===== src/rtl/divider_pkg.sv =====
// Shared definitions for the iterative integer divider: data width, the
// RISC-V div_type encodings and the controller state enum.
package divider_pkg;

  localparam int XLEN  = 64;
  localparam int CNT_W = 7;

  typedef enum logic [1:0] {
    DIV   = 2'b00,
    DIVU  = 2'b01,
    DIVW  = 2'b10,
    DIVUW = 2'b11
  } div_type_e;

  typedef enum logic [1:0] {
    IDLE = 2'b00,
    CALC = 2'b01,
    DONE = 2'b10
  } state_t;

  // bit1 selects the 32-bit word form, bit0 selects unsigned
  function automatic logic is_word(input logic [1:0] t);
    return t[1];
  endfunction

  function automatic logic is_signed(input logic [1:0] t);
    return !t[0];
  endfunction

endpackage


===== src/rtl/divider_signfix.sv =====
// Combinational sign handling around the unsigned divider core: operand
// magnitudes, special-case detection, result sign correction and word sign-extension.
module div_signfix
  import divider_pkg::*;
(
  input  logic [XLEN-1:0] op_a,
  input  logic [XLEN-1:0] op_b,
  input  logic [1:0]      op_type,
  input  logic            rem_sel,
  input  logic [XLEN-1:0] raw_q,
  input  logic [XLEN-1:0] raw_r,
  output logic [XLEN-1:0] a_mag,
  output logic [XLEN-1:0] b_mag,
  output logic            div_zero,
  output logic            overflow,
  output logic [XLEN-1:0] fixed
);

  logic            word;
  logic            sgn;
  logic            a_neg;
  logic            b_neg;
  logic [31:0]     a_w;
  logic [31:0]     b_w;
  logic [XLEN-1:0] q_val;
  logic [XLEN-1:0] r_val;
  logic [XLEN-1:0] sel;

  always_comb begin
    word  = is_word(op_type);
    sgn   = is_signed(op_type);
    a_w   = op_a[31:0];
    b_w   = op_b[31:0];
    a_neg = sgn && (word ? op_a[31] : op_a[XLEN-1]);
    b_neg = sgn && (word ? op_b[31] : op_b[XLEN-1]);

    if (word) begin
      a_mag    = {32'b0, (a_neg ? -a_w : a_w)};
      b_mag    = {32'b0, (b_neg ? -b_w : b_w)};
      div_zero = (b_w == 32'b0);
      overflow = sgn && (a_w == 32'h8000_0000) && (b_w == 32'hFFFF_FFFF);
    end else begin
      a_mag    = a_neg ? -op_a : op_a;
      b_mag    = b_neg ? -op_b : op_b;
      div_zero = (op_b == '0);
      overflow = sgn && (op_a == {1'b1, {(XLEN-1){1'b0}}}) && (op_b == '1);
    end

    // special cases bypass the iterative result entirely
    if (div_zero) begin
      q_val = '1;
      r_val = op_a;
    end else if (overflow) begin
      q_val = op_a;
      r_val = '0;
    end else begin
      q_val = (a_neg ^ b_neg) ? -raw_q : raw_q;
      r_val = a_neg ? -raw_r : raw_r;
    end

    sel   = rem_sel ? r_val : q_val;
    fixed = word ? {{32{sel[31]}}, sel[31:0]} : sel;
  end

endmodule


===== src/rtl/divider.sv =====
// Restoring radix-2 divider for div/divu/divw/divuw with valid/ready handshakes,
// one quotient bit per clock; divide-by-zero and signed overflow resolve in one CALC cycle.
module divider
  import divider_pkg::*;
(
  input  logic            clk,
  input  logic            rst,
  input  logic            in_valid,
  output logic            in_ready,
  input  logic [XLEN-1:0] dividend,
  input  logic [XLEN-1:0] divisor,
  input  logic [1:0]      div_type,
  input  logic            rem_sel,
  input  logic            flush,
  output logic            out_valid,
  input  logic            out_ready,
  output logic [XLEN-1:0] result,
  output logic            busy,
  output state_t          fsm_state
);

  // Handshakes: an operation transfers on an edge with in_valid && in_ready,
  // a result on an edge with out_valid && out_ready; both sides may hold
  // valid indefinitely and the block holds its outputs stable while waiting.

  state_t            state;
  state_t            state_d;
  logic [XLEN-1:0]   dividend_q;
  logic [XLEN-1:0]   divisor_q;
  logic [1:0]        type_q;
  logic              rem_sel_q;
  logic [XLEN-1:0]   quo_r;
  logic [XLEN-1:0]   rem_r;
  logic [CNT_W-1:0]  cnt;
  logic [XLEN-1:0]   result_r;

  logic              accept;
  logic              last_iter;
  logic [XLEN-1:0]   op_a;
  logic [XLEN-1:0]   op_b;
  logic [1:0]        op_type;
  logic [XLEN-1:0]   a_mag;
  logic [XLEN-1:0]   b_mag;
  logic              div_zero;
  logic              overflow;
  logic [XLEN-1:0]   fixed;
  logic [XLEN:0]     shifted;
  logic [XLEN:0]     diff;
  logic              ge;
  logic [XLEN-1:0]   quo_d;
  logic [XLEN-1:0]   rem_d;

  assign in_ready  = (state == IDLE) && !rst;
  assign accept    = in_valid && in_ready;
  assign out_valid = (state == DONE);
  assign busy      = (state != IDLE);
  assign result    = result_r;
  assign fsm_state = state;

  // In IDLE the sign-fix block looks at the live inputs so the dividend
  // magnitude can be loaded on the accepting edge; afterwards it sees the captured copy.
  assign op_a    = (state == IDLE) ? dividend : dividend_q;
  assign op_b    = (state == IDLE) ? divisor  : divisor_q;
  assign op_type = (state == IDLE) ? div_type : type_q;

  div_signfix u_signfix (
    .op_a     (op_a),
    .op_b     (op_b),
    .op_type  (op_type),
    .rem_sel  (rem_sel_q),
    .raw_q    (quo_d),
    .raw_r    (rem_d),
    .a_mag    (a_mag),
    .b_mag    (b_mag),
    .div_zero (div_zero),
    .overflow (overflow),
    .fixed    (fixed)
  );

  // One restoring step; the dividend is left-aligned in quo_r so word and
  // doubleword share the same shift path.
  always_comb begin
    shifted = {rem_r, quo_r[XLEN-1]};
    ge      = (shifted >= {1'b0, b_mag});
    diff    = shifted - {1'b0, b_mag};
    rem_d   = ge ? diff[XLEN-1:0] : shifted[XLEN-1:0];
    quo_d   = {quo_r[XLEN-2:0], ge};
  end

  assign last_iter = (cnt == (is_word(type_q) ? CNT_W'(31) : CNT_W'(63)));

  always_comb begin
    state_d = state;
    case (state)
      IDLE: if (accept) state_d = CALC;
      CALC: if (div_zero || overflow || last_iter) state_d = DONE;
      DONE: if (out_valid && out_ready) state_d = IDLE;
      default: state_d = IDLE;
    endcase
    if (flush) state_d = IDLE;
  end

  always_ff @(posedge clk) begin
    if (rst) begin
      state      <= IDLE;
      dividend_q <= '0;
      divisor_q  <= '0;
      type_q     <= '0;
      rem_sel_q  <= 1'b0;
      quo_r      <= '0;
      rem_r      <= '0;
      cnt        <= '0;
      result_r   <= '0;
    end else begin
      state <= state_d;
      if (!flush) begin
        if (accept) begin
          dividend_q <= dividend;
          divisor_q  <= divisor;
          type_q     <= div_type;
          rem_sel_q  <= rem_sel;
          cnt        <= '0;
          rem_r      <= '0;
          quo_r      <= is_word(div_type) ? {a_mag[31:0], 32'b0} : a_mag;
        end
        if (state == CALC) begin
          if (!(div_zero || overflow)) begin
            quo_r <= quo_d;
            rem_r <= rem_d;
            cnt   <= cnt + CNT_W'(1);
          end
          if (state_d == DONE) result_r <= fixed;
        end
      end
    end
  end

endmodule


===== config.mk =====
export PLATFORM = sky130hd
export DESIGN_NAME = divider
export DESIGN_NICKNAME = d
export VERILOG_FILES = /design/src/rtl/divider_pkg.sv /design/src/rtl/divider_signfix.sv /design/src/rtl/divider.sv
export SDC_FILE = /design/constraint.sdc
export NUM_CORES = 2
export LEC_CHECK = 0
export ABC_AREA = 1
export CAP_MARGIN = 40
export CORE_MARGIN = 5
export CORE_UTILIZATION = 43
export CTS_CLUSTER_SIZE = 12
export DETAILED_ROUTE_END_ITERATION = 6
export SKIP_CTS_REPAIR_TIMING = 1
export SLEW_MARGIN = 40
export SYNTH_ARGS = -nofsm -noshare
export SYNTH_HDL_FRONTEND = slang
export SYNTH_SLANG_ARGS = --single-unit

===== constraint.sdc =====
create_clock -name clk -period 19 [get_ports clk]
set_input_delay 1.9 -clock clk [delete_from_list [all_inputs] [get_ports clk]]
set_output_delay 1.9 -clock clk [all_outputs]
set_load 0.005 [all_outputs]

==> flow_metrics.py <==
metrics = {
    "hold_path": {
        "hold_end": "divisor_q[7]",
        "min_from": "divisor_q[7]",
        "hold_path_depth": 2,
        "hold_class": "reg2reg",
    },
    "setup_path": {
        "r2r_start": "fsm_state[1]",
        "slowest_delay_ns": 0.54,
        "crit_required_ns": 19.49,
        "cp_max_fo": 43,
        "r2r_slack_ns": 9.57,
        "r2r_cells": 50,
        "crit_type": "in2reg",
        "worstPathArrival_ns": 10.41,
        "cp_slowest_cell": "ha_1",
        "r2r_end": "result[36]",
        "cp-start-kind": "input port",
        "path_common_cell": "nand2_1",
        "end_kind": "register",
    },
    "power_and_ir_drop": {
        "max-vdd-ir-drop_mv": 0.0676,
        "power_density_nw_per_um2": 68.4,
        "total_power_w": 0.00247,
        "power.leakage_nw": 17.0,
    },
    "yosys": {
        "synthCells": 5736,
        "synthArstFlopShare": 0,
        "ys_seq_elements": 332,
        "ys_seq_area_frac": 0.206,
        "synth-edff-count": 0,
        "syn_area_um2": 32300,
        "synth_fp_nets": 5943,
        "yosysWarnings": 0,
        "synth.distinct_cells": 63,
        "synth_ff_type": "dfxtp_1",
        "postSynthAreaPerCell_um2": 5.62,
    },
    "route": {
        "drt_wl_total_um": 162000,
        "drt_iter0_markers": 5470,
        "first_pass_iters": 6,
        "viasPerCell": 5.81,
        "routedWlPerCell_um": 23.9,
        "drc": 0,
        "ant_nets": 0,
        "vias": 39200,
    },
    "final_layout": {
        "fillers": 8214,
        "multiInputGateArea_um2": 21600,
        "final_cell_mix": "nand2_1, inv_1, nor2_1",
        "fin_cells": 6757,
        "syn_to_final_growth_pct": 12.0,
        "nNetsFinal": 5963,
        "drive_above_1_share": 0.0501,
        "regArea_um2": 6650,
        "final_common_cell": "nand2_1",
    },
    "sta": {
        "finClkSkew_ns": 0.0482,
        "timing.hold.ws_ns": 0.448,
        "finalCritPeriodShare": 0.522,
        "setup_slack_ns": 9.08,
        "drv_slew": 0,
        "setup_viol": 0,
        "fmax_ghz": 0.101,
        "tns_ns": 0,
        "finalWorstPathRequiredPeriod_ns": 9.92,
        "worst_pin_slew_ns": 0.928,
        "rsz0062_at_grt": "no",
        "finalHoldViolCount": 0,
        "max_slew_margin": 0.375,
    },
    "run": {
        "cap_viol_max_count": 0,
    },
    "global_routing": {
        "overflow": 0,
        "antenna_found_initial": 13,
        "grt_util_all_layers": 0.380,
        "grt_max_degree": 124,
        "first_global_vias": 35100,
        "grt_pass1_wl_um": 234000,
    },
    "cts": {
        "clkTransAtPathRegs_ns": 0.06,
        "cts_buffers": 41,
        "cts.htree.levels": 2,
        "clock_latency_ns": 0.60,
        "clockBufferDepth": 3,
        "clockRootBuffer": "clkbuf_16",
        "cts_tree": "built",
        "clkSinkCount": 332,
    },
    "floorplan": {
        "rows": 100,
        "die_area_um2": 80600,
        "io_pins": 205,
        "die_y_um": 284,
        "core_um2": 74400,
        "initial_core_util": 0.433,
        "die_w_um": 284,
    },
    "placed_design": {
        "dp_cells": 6679,
        "place_congestion": 1.05,
        "hpwlAfterDp_um": 129000,
        "port_buffers": 204,
        "dp_slack_ns": 8.72,
    },
    "run_status": {
        "outcome": "finished, final reports clean",
    },
}
-- sequential cells by signal (all words and copies together) (netlist names) --
register / cells
dividend_q: 64
divisor_q: 64
quo_r: 64
rem_r: 64
result: 64
cnt: 7
fsm_state: 2
type_q: 2
rem_sel_q: 1
-- power by group --
group	internal (W)	switching (W)
logic	0.000240	0.000624
registers	0.000718	0.0000316
clock network	0.000507	0.000349
total	0.00147	0.00100
-- final cells by class --
cell class,count,share of cell area
Sequential cell,332,0.184
Tap cell,969,0.0336
Timing Repair Buffer,249,0.0671
Clock inverter,18,0.00727
Clock buffer,55,0.0327
Inverter,751,0.0785
Antenna cell,2,0.000139
Multi-Input combinational cell,4381,0.597
-- worst max path at each step --
stage	endpoint	depth (start not counted)	from
floorplan	result[36]	53	divisor[0]
finish	result[36]	48	divisor[0]
global route	result[36]	49	divisor[0]
detailed placement	result[36]	56	divisor[3]
global placement	result[36]	53	divisor[3]
CTS	result[36]	56	divisor[3]
-- worst max-delay path, delay by kind of cell --
family | cells | cell delay (ns)
and+or+nand+nor | 25 | 3.96
AOI/OAI and AO/OA | 9 | 1.69
xor gates and xnor gates | 1 | 0.15
buffers and inverters | 10 | 1.68
adders and majority gates | 3 | 1.00
-- metal layers --
metal,GRT usage,wire length [um],up-vias
li1,-,-,18600
met1,0.537,71000,18100
met2,0.531,63200,2207
met3,0.134,20400,329
met4,0.138,7090,14
met5,0,100,-
-- cell families after synthesis --
group                    share of synthesized area
AO/OA/AOI/OAI                                0.192
XOR/XNOR                                    0.0505
adder cells (fa/ha/maj)                     0.0278
multiplexers                              0.000427
flip-flops                                   0.206
AND/OR/NAND/NOR                              0.394
buffers and inverters                        0.129
-- metrics by stage --
step	utilization	instance area [um^2]
floorplan	-	32300
global placement	0.464	34500
detailed placement	0.465	34600
CTS	0.484	36100
global route	0.485	36100
finish	0.485	36100
-- Yosys cell counts (all sizes together), types with 2 or more instances --
master,n,area share
o21bai,9,0.0021
xor2,154,0.042
clkbuf,175,0.020
nor4,43,0.0085
o21a,17,0.0040
o21ai,512,0.082
and2,9,0.0017
clkinv,6,0.00078
buf,97,0.021
o221ai,39,0.011
xnor2,32,0.0087
a221oi,2,0.00054
o41ai,2,0.00054
o31ai,7,0.0018
nand4,80,0.016
dfxtp,332,0.21
ha,70,0.027
nor3,73,0.012
a21oi,425,0.067
nand3,410,0.065
o2111ai,11,0.0030
nor2,587,0.071
a21o,3,0.00070
inv,745,0.087
nand2,1697,0.20
o22ai,30,0.0058
nand3b,21,0.0049
or2,80,0.016
and3,2,0.00039
a31oi,13,0.0025
o211ai,45,0.010
Power figures use the tool's default switching activity.
